[src/rtl/bcd_pkg.sv]
// Shared definitions for the digit-serial BCD adder/subtractor.
package bcd_pkg;

    localparam int BCD_DIGIT_W = 4;
    localparam int BCD_MAX     = 9;

    typedef enum logic [1:0] {
        IDLE = 2'd0,
        RUN  = 2'd1,
        DONE = 2'd2
    } state_t;

    function automatic logic isInvalidDigit(input logic [BCD_DIGIT_W-1:0] d);
        return int'(d) > BCD_MAX;
    endfunction

endpackage

[src/rtl/bcd_digit_add.sv]
// Single BCD digit add/subtract cell: subtract uses the 9's complement of b.
module bcd_digit_add
    import bcd_pkg::*;
(
    input  logic [BCD_DIGIT_W-1:0] a,
    input  logic [BCD_DIGIT_W-1:0] b,
    input  logic                   cin,
    input  logic                   mode,
    output logic [BCD_DIGIT_W-1:0] digit,
    output logic                   cout
);

    logic [BCD_DIGIT_W-1:0] w_bEff;
    logic [BCD_DIGIT_W:0]   w_total;

    // Non-BCD inputs go through the same arithmetic with 4-bit wraparound.
    always_comb begin
        w_bEff  = mode ? (4'(BCD_MAX) - b) : b;
        w_total = {1'b0, a} + {1'b0, w_bEff} + {4'b0000, cin};
        if (w_total > 5'(BCD_MAX)) begin
            digit = 4'(w_total - 5'd10);
            cout  = 1'b1;
        end else begin
            digit = w_total[BCD_DIGIT_W-1:0];
            cout  = 1'b0;
        end
    end

endmodule

[src/rtl/bcd_addsub_seq.sv]
// Digit-serial BCD add/subtract, one digit per clock, LSD first.
// Optional invalid-digit flag output enabled by defining BCD_INVALID_CHECK_EN.
module bcd_addsub_seq
    import bcd_pkg::*;
#(
    parameter int DIGITS = 4
) (
    input  logic                        clk,
    input  logic                        rst,
    input  logic                        start,
    input  logic                        mode,
    input  logic [BCD_DIGIT_W*DIGITS-1:0] a,
    input  logic [BCD_DIGIT_W*DIGITS-1:0] b,
    input  logic                        cin,
    output logic                        busy,
    output logic                        done,
    output logic [BCD_DIGIT_W*DIGITS-1:0] sum,
    output logic                        cout
`ifdef BCD_INVALID_CHECK_EN
    ,
    output logic                        err
`endif
);

    localparam int W     = BCD_DIGIT_W * DIGITS;
    localparam int CNT_W = (DIGITS > 1) ? $clog2(DIGITS) : 1;
    localparam logic [CNT_W-1:0] LAST = CNT_W'(DIGITS - 1);

    state_t                 r_state;
    logic [W-1:0]           r_a;
    logic [W-1:0]           r_b;
    logic [W-1:0]           r_work;
    logic                   r_mode;
    logic                   r_carry;
    logic [CNT_W-1:0]       r_cnt;

    logic [BCD_DIGIT_W-1:0] w_aDig;
    logic [BCD_DIGIT_W-1:0] w_bDig;
    logic [BCD_DIGIT_W-1:0] w_digit;
    logic                   w_carryOut;
    logic [W-1:0]           w_workNext;

    always_comb begin
        w_aDig     = r_a[int'(r_cnt)*BCD_DIGIT_W +: BCD_DIGIT_W];
        w_bDig     = r_b[int'(r_cnt)*BCD_DIGIT_W +: BCD_DIGIT_W];
        w_workNext = r_work;
        w_workNext[int'(r_cnt)*BCD_DIGIT_W +: BCD_DIGIT_W] = w_digit;
    end

    bcd_digit_add u_digit (
        .a     (w_aDig),
        .b     (w_bDig),
        .cin   (r_carry),
        .mode  (r_mode),
        .digit (w_digit),
        .cout  (w_carryOut)
    );

`ifdef BCD_INVALID_CHECK_EN
    logic w_invalid;

    always_comb begin
        w_invalid = 1'b0;
        for (int i = 0; i < DIGITS; i++) begin
            if (isInvalidDigit(r_a[i*BCD_DIGIT_W +: BCD_DIGIT_W]) ||
                isInvalidDigit(r_b[i*BCD_DIGIT_W +: BCD_DIGIT_W]))
                w_invalid = 1'b1;
        end
    end
`endif

    // DONE accepts start directly so back-to-back operations skip IDLE.
    always_ff @(posedge clk or negedge rst) begin
        if (!rst) begin
            r_state <= IDLE;
            r_a     <= '0;
            r_b     <= '0;
            r_work  <= '0;
            r_mode  <= 1'b0;
            r_carry <= 1'b0;
            r_cnt   <= '0;
            busy    <= 1'b0;
            done    <= 1'b0;
            sum     <= '0;
            cout    <= 1'b0;
`ifdef BCD_INVALID_CHECK_EN
            err     <= 1'b0;
`endif
        end else begin
            case (r_state)
                IDLE, DONE: begin
                    done <= 1'b0;
                    if (start) begin
                        r_a     <= a;
                        r_b     <= b;
                        r_mode  <= mode;
                        r_carry <= mode ? ~cin : cin;
                        r_cnt   <= '0;
                        r_work  <= '0;
                        busy    <= 1'b1;
                        r_state <= RUN;
                    end else begin
                        r_state <= IDLE;
                    end
                end
                RUN: begin
                    r_work  <= w_workNext;
                    r_carry <= w_carryOut;
                    if (r_cnt == LAST) begin
                        sum     <= w_workNext;
                        cout    <= w_carryOut;
                        done    <= 1'b1;
                        busy    <= 1'b0;
`ifdef BCD_INVALID_CHECK_EN
                        err     <= w_invalid;
`endif
                        r_state <= DONE;
                    end else begin
                        r_cnt <= r_cnt + 1'b1;
                    end
                end
                default: r_state <= IDLE;
            endcase
        end
    end

endmodule

[config.mk]
export PLATFORM = sky130hd
export DESIGN_NAME = bcd_addsub_seq
export DESIGN_NICKNAME = d
export VERILOG_FILES = /design/src/rtl/bcd_pkg.sv /design/src/rtl/bcd_digit_add.sv /design/src/rtl/bcd_addsub_seq.sv
export SDC_FILE = /design/constraint.sdc
export NUM_CORES = 1
export LEC_CHECK = 0
export BUFFER_PORTS_ARGS = -buffer_cell sky130_fd_sc_hd__buf_2
export CAP_MARGIN = 20
export CORE_ASPECT_RATIO = 1.2
export CORE_UTILIZATION = 40
export DETAILED_ROUTE_END_ITERATION = 7
export PLACE_DENSITY = 0.63
export SLEW_MARGIN = 15
export SYNTH_ARGS = -nofsm -noshare
export SYNTH_HDL_FRONTEND = slang
export SYNTH_SLANG_ARGS = --single-unit
[constraint.sdc]
create_clock -name clk -period 5.7 [get_ports clk]
set_input_delay 0.57 -clock clk [delete_from_list [all_inputs] [get_ports clk]]
set_output_delay 0.57 -clock clk [all_outputs]
set_load 0.01 [all_outputs]
==> parameters.txt, run 1 <==
Parameter                              Value

STA
  Clk_skew    8.39 ps
  Maximum clock frequency    approximately 250 MHz
  Count of pins over their slew limit    0
  Hold Fails Final Rpt    0
  Minimum period implied by the final worst setup slack    4000 ps
  Normalized max-slew margin    0.357
  Share of the clock period used by the worst path after layout    0.702
  Slew @ Worst Pin    approximately 960 ps
  Final setup vio count    0
  Setup TNS    0 ps
  Setup repair after global routing missed its margin    false

Synth
  Number of flops mapped to enable cells by yosys    0
  Fraction of synthesis flops using an asynchronous set or reset pin    1.00
  Count of distinct cell types in the synthesized netlist    34
  Synth area leaders    sky130_fd_sc_hd__dfrtp_1 53%, sky130_fd_sc_hd__nand2_1 14%, sky130_fd_sc_hd__mux4_2 5.3%
  Top flip-flop cell by instance count after synthesis    sky130_fd_sc_hd__dfrtp_1
  Post-synthesis register bit count    73
  Top cells by count, synth    131 x sky130_fd_sc_hd__nand2_1, 73 x sky130_fd_sc_hd__dfrtp_1, 22 x sky130_fd_sc_hd__o21ai_0
  Syn Inst Count    355
  Sequential area share after synthesis    0.533
  Top-count cell post-synth    sky130_fd_sc_hd__nand2_1
  Mean instance size in the synthesized netlist    9.65 µm²
  Number of warning messages in the yosys log    0
  Post-synth design cell area    3420 µm²
  Proportion of netlist area held by the largest area contributor    0.533
  Library cell occupying the most area in the post-synthesis netlist    sky130_fd_sc_hd__dfrtp_1
  Number of nets produced by synthesis    roughly 410

Clock tree
  Clock tree from TritonCTS    done
  CTS Hold Buffers Added    0
  Clock tree buffer depth    2
  Cell chosen for the clock root    sky130_fd_sc_hd__clkbuf_8
  Resize count post-CTS    0
  Worst skew pair latency    between 300 and 400 ps
  Number of post-CTS setup repair buffers    0
  Clock transition at the registers of the reported paths    roughly 80 ps
  H-Tree Depth    3
  Number of buffers inserted during clock tree synthesis    9
  Clock net sink count    73

Worst setup path
  Number of buffer and inverter stages on the critical path    1
  Setup slack, reg-to-reg    between 1500 and 2000 ps
  Crit-path leading delay family    adder cells
  Critical Path AT    roughly 4200 ps
  Origin of the critical flop-to-flop path    r_cnt[0]
  R2R Path End    sum[9]
  Nature of the critical path endpoint    flop
  Slowest library cell on the worst path    sky130_fd_sc_hd__dfrtp_1
  Required time at the worst-slack endpoint    between 5000 and 6000 ps
  Cell depth of the worst flop-to-flop path    11
  Critical path type    flop to flop
  Max FO, Critical Path    15
  Ordered cell list for the critical path    mux4_2 > xnor2_1 > fa_1 > inv_1 > fa_1 > xnor2_1 > ha_1 > a22o_1 > o31a_1 > xnor2_2 > o21ai_0
  Startpoint types    flop
  Largest stage delay on the critical path    approximately 810 ps

Placement
  Post-placement cell count    ~510
  Post-detailed-placement cell area    around 3800 µm²
  Count of buffers from port buffering    between 50 and 60
  Final Wtd Congestion    0.827
  Hpwl dp    approximately 5000 µm

Finish
  Final cell count without fillers    528
  Multi-input gate area    approximately 1500 µm²
  Storage element area    approximately 1800 µm²
  Fillers    830
  Share of layout cells above drive strength 1    0.200
  Inserted Diodes    0
  Fin nets    approximately 460
  Area grow syn2layout    17.4%
  Post-route design area    4020 µm²

Global route
  Number of antenna violations at the first check in global routing    0
  Wire length of the first global-routing pass    between 10000 and 15000 µm
  Largest net degree at the start of global routing    74
  Via count of the first global-routing pass    between 2000 and 3000
  Overflow left after global routing    0
  Global routing usage summed across all routing layers    0.182

Route
  Number of DRC violations after detailed-routing iteration 0    122
  DR WL/cell    between 10 and 15 µm
  Via density per instance    between 4 and 5
  Post-route antenna net violation count    0
  DR vias    ~2600
  Residual DRC    0
  Number of detailed-route iterations in the first pass    4
  Total Routed Length    7190 µm

Floorplanning
  Chip width    86.5 µm
  Effective utilization at floorplan    0.418
  CORE AREA    a little over 8000 µm²
  Row count    36
  Height of the die    103 µm
  Overall die area    roughly 8900 µm²
  Number of top-level pins    56

Hold path
  Number of cells on the worst hold path    3
  Endpoint with the worst hold slack    r_a[6]
  Startpoint of the most critical hold path    a[6]
  Worst hold path type    input pin to flop

Run status
  Status    finished clean

Job
  Max-capacitance violation count    0
[worst reg2reg max path, delay by kind of cell (launching register included)]
family | cells | cell delay [ps]
mux | 1 | 610
xor+xnor | 3 | 770
compound gates | 3 | 780
buf+inv | 1 | 50
fa+ha+maj | 3 | 860
flops | 1 | 810
[how the worst max path moves through the flow]
stage	startpoint	end	cells after the start
2_1_floorplan	r_cnt[0]	sum[10]	12
5_1_grt	r_cnt[0]	r_work[5]	11
4_1_cts	r_cnt[0]	sum[15]	11
6_report	r_cnt[0]	sum[9]	11
3_5_place_dp	r_cnt[0]	sum[15]	11
3_3_place_gp	r_cnt[0]	sum[5]	11
[sequential cells by signal (all words and copies together) (netlist names)]
register and flops:
done 1, cout 1, r_work 16, r_mode 1
busy 1, r_a 16, r_b 16, r_cnt 2
r_state 2, r_carry 1, sum 16
[cell families after synthesis]
| logic type | after synthesis | share of synthesized area |
|---|---|---|
| multiplexers | 9 | 0.0570 |
| flip-flops | 73 | 0.533 |
| XOR/XNOR | 5 | 0.0150 |
| AO/OA/AOI/OAI | 64 | 0.107 |
| adder cells (fa/ha/maj) | 13 | 0.0519 |
| buffers and inverters | 27 | 0.0307 |
| AND/OR/NAND/NOR | 164 | 0.205 |
[cells in the final DEF (no fill, tap or decap), types with 2 or more instances in the layout]
cell type                    Yosys  routed
sky130_fd_sc_hd__dfrtp_1        73      73
sky130_fd_sc_hd__ha_1           11      11
sky130_fd_sc_hd__and3_1          6       6
sky130_fd_sc_hd__nor3b_1         6       6
sky130_fd_sc_hd__mux4_2          8       8
sky130_fd_sc_hd__clkinvlp_4      0       2
sky130_fd_sc_hd__o21ai_0        22      22
sky130_fd_sc_hd__nand2_1       131     131
sky130_fd_sc_hd__nor2b_1         4       3
sky130_fd_sc_hd__o21ai_1         8       8
sky130_fd_sc_hd__a22o_1          5       5
sky130_fd_sc_hd__nor2_1          7       7
sky130_fd_sc_hd__clkbuf_8        0       9
sky130_fd_sc_hd__bufinv_16       0       2
sky130_fd_sc_hd__a21oi_1        20      20
sky130_fd_sc_hd__nand2b_1        3       3
sky130_fd_sc_hd__buf_2           0      55
sky130_fd_sc_hd__xnor2_1         4       4
sky130_fd_sc_hd__buf_4           1       3
sky130_fd_sc_hd__clkbuf_1       11       2
sky130_fd_sc_hd__inv_1          12      12
sky130_fd_sc_hd__fa_1            2       2
sky130_fd_sc_hd__a221oi_1        3       3
sky130_fd_sc_hd__nor4bb_1        2       2
[layer usage]
metal | global-route usage | vias up | routed length (µm)
met3 | 0.0357 | 18 | 311
met5 | 0 | - | 0
met2 | 0.293 | 68 | 3410
li1 | - | 1298 | -
met4 | 0.0846 | 0 | 191
met1 | 0.238 | 1235 | 3270
[cell type report]
cell class | count | share of cell area
multi-input cells | 255 | 0.372
clock buffers | 11 | 0.0327
well taps | 114 | 0.0355
repair buffers | 58 | 0.0741
clock inverters | 5 | 0.0199
inverters | 12 | 0.0112
flip-flops and latches | 73 | 0.455
[per-stage QoR]
step	hold slack [ps]	utilization	setup WS [ps]
CTS	400	0.490	1630
global placement	454	0.464	1770
finish	407	0.490	1700
global route	416	0.490	1340
detailed placement	462	0.464	1640
floorplan	274	-	2190
Power of run 1 is left out: the tool's default activity adds up to more than one toggle a clock period on the data nets, which glitch-free logic cannot reach.
==> run 2, diff against run 1 <==
Settings changed: ABC_AREA set to 1, PLACE_DENSITY 0.63 to 0.62.
Clock period 5.7 ns to 3.8 ns, I/O delays scaled along.
==> parameters.txt, run 2 <==
Parameter                              Value

Floorplanning
  Row count    38 (+5.6%)
  Chip width    89.7 µm (+3.7%)
  Height of the die    107 µm (+3.7%)
  CORE AREA    8990 µm² (+9.6%)
  Effective utilization at floorplan    0.410 (-0.00726)
  Number of top-level pins    56 (unchanged)
  Overall die area    9610 µm² (+7.5%)

Worst setup path
  Startpoint types    flop
  Critical Path AT    3820 ps (-400 ps)
  Critical path type    flop to flop
  Nature of the critical path endpoint    flop
  Required time at the worst-slack endpoint    4100 ps (-1820 ps)
  Max FO, Critical Path    13 (-2)

Route
  DR WL/cell    12.9 µm (-5.1%)
  Number of detailed-route iterations in the first pass    4 (unchanged)
  Total Routed Length    8350 µm (+16%)
  Post-route antenna net violation count    0 (unchanged)
  DR vias    3087 (+18%)
  Residual DRC    0 (unchanged)
  Via density per instance    4.78 (-3.7%)
  Number of DRC violations after detailed-routing iteration 0    115 (-5.7%)

Global route
  Global routing usage summed across all routing layers    0.196 (+0.0147)
  Met1 usage    0.252 (+0.0140)
  Met3 track utilization from global routing    0.0377 (+0.00201)
  Met2 GRT Util    0.326 (+0.0327)
  Number of antenna violations at the first check in global routing    0 (unchanged)
  GRT Max-Usage Layer    met2
  Largest net degree at the start of global routing    51 (-31%)
  Via count of the first global-routing pass    3047 (+17%)
  Wire length of the first global-routing pass    14200 µm (+15%)
  Overflow left after global routing    0 (unchanged)

Placement
  Hpwl dp    5920 µm (+18%)
  Count of buffers from port buffering    55 (unchanged)
  Final Wtd Congestion    0.878 (+6.1%)

Finish
  Highest-count cells in the layout ignoring fill and taps    227 x sky130_fd_sc_hd__nand2_1, 73 x sky130_fd_sc_hd__dfrtp_1, 55 x sky130_fd_sc_hd__buf_2
  Fin nets    571 (+24%)
  Utilization after layout    0.482 (-0.00819)
  Area grow syn2layout    17.4% (about the same)
  Commonest non-fill, non-tap cell in the layout    sky130_fd_sc_hd__nand2_1
  Fillers    921 (+11%)
  Inserted Diodes    0 (unchanged)
  Share of layout cells above drive strength 1    0.196 (-0.00467)

Clock tree
  Clock transition at the registers of the reported paths    80 ps (about the same)
  H-Tree Depth    3 (unchanged)
  Number of buffers inserted during clock tree synthesis    9 (unchanged)
  Cell chosen for the clock root    sky130_fd_sc_hd__clkbuf_8
  Worst skew pair latency    350 ps (about the same)
  Clock tree from TritonCTS    done
  Clock tree buffer depth    2 (unchanged)
  Clock net sink count    73 (unchanged)

Synth
  Library cell occupying the most area in the post-synthesis netlist    sky130_fd_sc_hd__dfrtp_1
  Number of flops mapped to enable cells by yosys    0 (unchanged)
  Number of warning messages in the yosys log    0 (unchanged)
  Fraction of synthesis flops using an asynchronous set or reset pin    1.00 (unchanged)
  Number of nets produced by synthesis    513 (+27%)
  Syn Inst Count    463 (+30%)
  Post-synthesis register bit count    73 (unchanged)
  Count of distinct cell types in the synthesized netlist    35 (+2.9%)
  Top flip-flop cell by instance count after synthesis    sky130_fd_sc_hd__dfrtp_1
  Proportion of netlist area held by the largest area contributor    0.495 (-0.0382)
  Sequential area share after synthesis    0.495 (-0.0382)
  Synth area leaders    sky130_fd_sc_hd__dfrtp_1 50%, sky130_fd_sc_hd__nand2_1 23%, sky130_fd_sc_hd__ha_1 3.7%
  Top cells by count, synth    227 x sky130_fd_sc_hd__nand2_1, 73 x sky130_fd_sc_hd__dfrtp_1, 34 x sky130_fd_sc_hd__inv_1
  Post-synth design cell area    3690 µm² (+7.7%)
  Mean instance size in the synthesized netlist    7.97 µm² (-17%)
  Top-count cell post-synth    sky130_fd_sc_hd__nand2_1

STA
  Maximum clock frequency    284 MHz (+14%)
  Share of the clock period used by the worst path after layout    0.927 (+0.225)
  Final setup vio count    0 (unchanged)
  Normalized max-slew margin    0.583 (+0.225)
  Hold Fails Final Rpt    0 (unchanged)
  Clk_skew    7.75 ps (-0.636 ps)
  Minimum period implied by the final worst setup slack    3520 ps (-480 ps)
  Slew @ Worst Pin    626 ps (-336 ps)
  Count of pins over their slew limit    0 (unchanged)

Hold path
  Worst hold path type    input pin to async pin

Job
  Max-capacitance violation count    0 (unchanged)

Run status
  Status    finished clean
run 2: cell types whose count changed in the layout (fill, tap and decap cells not counted), moves of 10 or more:
cell	before	now
sky130_fd_sc_hd__nor2_1	7	17
sky130_fd_sc_hd__inv_1	12	33
sky130_fd_sc_hd__nand3_1	0	11
sky130_fd_sc_hd__a21oi_1	20	3
sky130_fd_sc_hd__nand2_1	131	227
run 2: metrics by stage:
| step | area [µm²] | cells | hold WS [ps] | setup TNS (ps) | worst slack, ps |
|---|---|---|---|---|---|
| 2_1_floorplan | 3690 | 463 | 84.4 | 0 | 552 |
| 6_report | 4330 | 646 | 12.0 | 0 | 278 |
| 5_1_grt | 4330 | 646 | 44.8 | -47.2 | -20.3 |
| 3_5_place_dp | 4090 | 628 | 399 | 0 | 234 |
| 3_3_place_gp | 4090 | 628 | 395 | 0 | 351 |
| 4_1_cts | 4310 | 644 | 20.7 | 0 | 218 |
run 2: worst paths after layout:
check / endpoint / cells after the start / startpoint / slack, ps
min: sum[3] / 1 / rst / 10
max in group asynchronous: r_a[8] / 2 / rst / 2760
max: sum[11] / 18 / r_cnt[1] / 280
min in group clk: r_b[7] / 3 / b[7] / 220
min reg2reg: busy / 2 / busy / 470
max reg2reg: sum[11] / 18 / r_cnt[1] / 280
run 2: routing by layer:
layer  routed length [µm]  part of all wire
met1                 3740              0.45
met2                 4150              0.50
met3                  312             0.037
met4                  147             0.018
met5                    0                 0
run 2: what timing repair did:
action,in CTS,in global routing
gates resized for setup,0,2
setup endpoints to repair,0,24
setup buffers,0,2
hold buffers,0,0
run 2: final cells by class:
cell class	count	area (µm²)	share of cell area
multi-input combinational	336	1650	0.381
timing repair buffer	64	343	0.0791
clock buffer	10	128	0.0295
clock inverter	6	90.1	0.0208
inverter	37	143	0.0329
tap	120	150	0.0347
sequential	73	1830	0.422
run 2: cell families (layout without fill, tap and decap cells):
logic type / after synthesis / in the layout / synth area share
buf+inv: 54 / 117 / 0.0590
compound gates: 43 / 43 / 0.0790
simple gates: 277 / 277 / 0.311
flops: 73 / 73 / 0.495
xor+xnor: 3 / 3 / 0.00712
fa+ha+maj: 13 / 13 / 0.0482
run 2: worst max-delay path, stage by stage (launching register included):
cell,delay (ps)
sky130_fd_sc_hd__dfrtp_1,540
sky130_fd_sc_hd__clkinvlp_4,330
sky130_fd_sc_hd__o21ai_0,150
sky130_fd_sc_hd__o22ai_1,140
sky130_fd_sc_hd__xnor2_1,170
sky130_fd_sc_hd__fa_1,400
sky130_fd_sc_hd__inv_1,100
sky130_fd_sc_hd__fa_1,470
sky130_fd_sc_hd__inv_1,130
sky130_fd_sc_hd__ha_1,200
sky130_fd_sc_hd__nand2_1,60
sky130_fd_sc_hd__a21boi_4,140
sky130_fd_sc_hd__nand2_4,90
sky130_fd_sc_hd__nand2_4,70
sky130_fd_sc_hd__nand2_4,80
sky130_fd_sc_hd__nand4_1,70
sky130_fd_sc_hd__o21ai_1,120
sky130_fd_sc_hd__nand2_1,120
sky130_fd_sc_hd__nand2_1,90
Power of run 2 is left out for the same reason.
==> run 3, diff against run 2 <==
Settings changed: CORE_ASPECT_RATIO 1.2 to 1.4.
==> parameters.txt, run 3 (same netlist as run 2, synthesis figures left out) <==
Parameter                              Value

Placement
  Hpwl dp    6010 µm (+1.6%)
  Final Wtd Congestion    0.805 (-8.3%)
  Worst setup timing slack at the placement stage    280 ps (+46.2 ps)
  Post-detailed-placement cell area    4070 µm² (-0.40%)
  Count of buffers from port buffering    55 (unchanged)

Hold path
  Worst hold path type    input pin to async pin

Finish
  Commonest non-fill, non-tap cell in the layout    sky130_fd_sc_hd__nand2_1
  Fillers    891 (-3.3%)
  Highest-count cells in the layout ignoring fill and taps    227 x sky130_fd_sc_hd__nand2_1, 73 x sky130_fd_sc_hd__dfrtp_1, 55 x sky130_fd_sc_hd__buf_2
  Post-route design area    4460 µm² (+3.1%)
  Multi-input gate area    1650 µm² (unchanged)
  Storage element area    1830 µm² (unchanged)
  Area grow syn2layout    21.0%
  Fin nets    571 (unchanged)
  Share of layout cells above drive strength 1    0.198 (+0.00190)
  Inserted Diodes    0 (unchanged)

Floorplanning
  Height of the die    116 µm (+7.9%)
  Number of top-level pins    56 (unchanged)
  Row count    41 (+7.9%)
  CORE AREA    8980 µm² (about the same)
  Overall die area    9610 µm² (about the same)
  Effective utilization at floorplan    0.411 (about the same)
  Chip width    83.2 µm (-7.2%)

Route
  Residual DRC    0 (unchanged)
  Number of DRC violations after detailed-routing iteration 0    172 (+50%)
  Number of detailed-route iterations in the first pass    4 (unchanged)
  Via density per instance    4.88 (+2.2%)
  DR vias    3090 (+0.097%)
  Total Routed Length    8370 µm (+0.30%)
  DR WL/cell    13.2 µm (+2.4%)
  Post-route antenna net violation count    0 (unchanged)

STA
  Minimum period implied by the final worst setup slack    3500 ps (-21.7 ps)
  Clk_skew    6.39 ps (-1.36 ps)
  Slew @ Worst Pin    773 ps (+148 ps)
  Normalized max-slew margin    0.484 (-0.0985)
  Maximum clock frequency    286 MHz (+0.62%)
  Setup TNS    0 ps (unchanged)
  Hold Fails Final Rpt    0 (unchanged)
  Final worst setup slack    300 ps (+21.7 ps)
  Count of pins over their slew limit    0 (unchanged)
  Setup repair after global routing missed its margin    false
  Share of the clock period used by the worst path after layout    0.921 (-0.00571)
  Final setup vio count    0 (unchanged)

Clock tree
  H-Tree Depth    3 (unchanged)
  Cell chosen for the clock root    sky130_fd_sc_hd__clkbuf_16
  Clock tree buffer depth    2 (unchanged)
  Worst skew pair latency    340 ps (about the same)
  Clock transition at the registers of the reported paths    60 ps (-20 ps)
  Clock tree from TritonCTS    done
  Number of buffers inserted during clock tree synthesis    9 (unchanged)
  Clock net sink count    73 (unchanged)
  CTS Hold Buffers Added    0 (unchanged)

Global route
  Global routing usage summed across all routing layers    0.190 (-0.00647)
  Largest net degree at the start of global routing    38 (-25%)
  Overflow left after global routing    0 (unchanged)
  Wire length of the first global-routing pass    14300 µm (+0.34%)
  Number of antenna violations at the first check in global routing    0 (unchanged)
  Via count of the first global-routing pass    3014 (-1.1%)

Worst setup path
  Largest stage delay on the critical path    520 ps (-20 ps)
  Critical Path AT    3780 ps (-40 ps)
  Max FO, Critical Path    9 (-4)
  Critical path type    flop to flop
  Startpoint types    flop
  Slowest library cell on the worst path    sky130_fd_sc_hd__dfrtp_1
  Required time at the worst-slack endpoint    4080 ps (-20 ps)
  Ordered cell list for the critical path    clkinvlp_4 > buf_4 > o21ai_0 > o22ai_1 > xnor2_1 > fa_1 > inv_1 > fa_1 > inv_1 > ha_1 > nand2_1 > a21boi_4 > nand2_4 > nand2_4 > nand2_4 > nand4_4 > o21bai_2 > nand2_1 > nand2_1
  Nature of the critical path endpoint    flop

Job
  Max-capacitance violation count    0 (unchanged)

Run status
  Status    finished clean
==> run 3: changes by cell type in the layout (fill, tap and decap cells not counted) <==
cell,change
sky130_fd_sc_hd__clkbuf_16,+9
sky130_fd_sc_hd__clkbuf_8,-9
sky130_fd_sc_hd__bufinv_16,+2
sky130_fd_sc_hd__clkbuf_1,-1
sky130_fd_sc_hd__inv_6,-1
==> run 3: final cells by class <==
class                   instances  area share
flip-flops and latches         73       0.409
repair buffers                 64      0.0768
well taps                     107      0.0300
inverters                      37      0.0320
multi-input cells             336       0.370
clock buffers                   9      0.0504
clock inverters                 7      0.0317
==> run 3: what timing repair did <==
action	CTS	global route
endpoints found under the setup margin	0	25
resized for setup	0	2
buffers inserted	0	2
==> run 3: worst paths after layout <==
| kind | start | endpoint | slack (ps) | cells past startpoint |
|---|---|---|---|---|
| worst max-delay path | r_cnt[1] | sum[7] | 300 | 19 |
| worst min-delay path | rst | r_carry | 120 | 1 |
| worst max register to register | r_cnt[1] | sum[7] | 300 | 19 |
| worst min register to register | sum[6] | sum[6] | 470 | 2 |
| max in group asynchronous | rst | sum[12] | 2770 | 2 |
| min in group clk | a[10] | r_a[10] | 230 | 3 |
==> run 3: worst max-delay path: cells and delay by family, from the launching register on <==
| family | cells | cell delay, ps |
|---|---|---|
| AO/OA/AOI/OAI | 4 | 470 |
| XOR/XNOR | 1 | 160 |
| adder cells (fa/ha/maj) | 3 | 1040 |
| buffers and inverters | 4 | 690 |
| flip-flops | 1 | 520 |
| AND/OR/NAND/NOR | 7 | 540 |
==> run 3: routing by layer <==
metal  track usage  vias up  share of wire
met5             0        -              0
met4        0.0954        0          0.026
met3        0.0363       19          0.034
met2         0.323       68           0.49
met1         0.232     1437           0.44
li1              -     1566              -
==> run 3: metrics by stage <==
step / hold WS [ps] / util / cells
final: 120 / 0.497 / 633
after global routing: 184 / 0.497 / 633
after CTS: 134 / 0.494 / 631
after detailed placement: 460 / 0.454 / 615
after global placement: 453 / 0.454 / 615
after floorplan: 84.4 / - / 463
Power of run 3 is left out for the same reason.
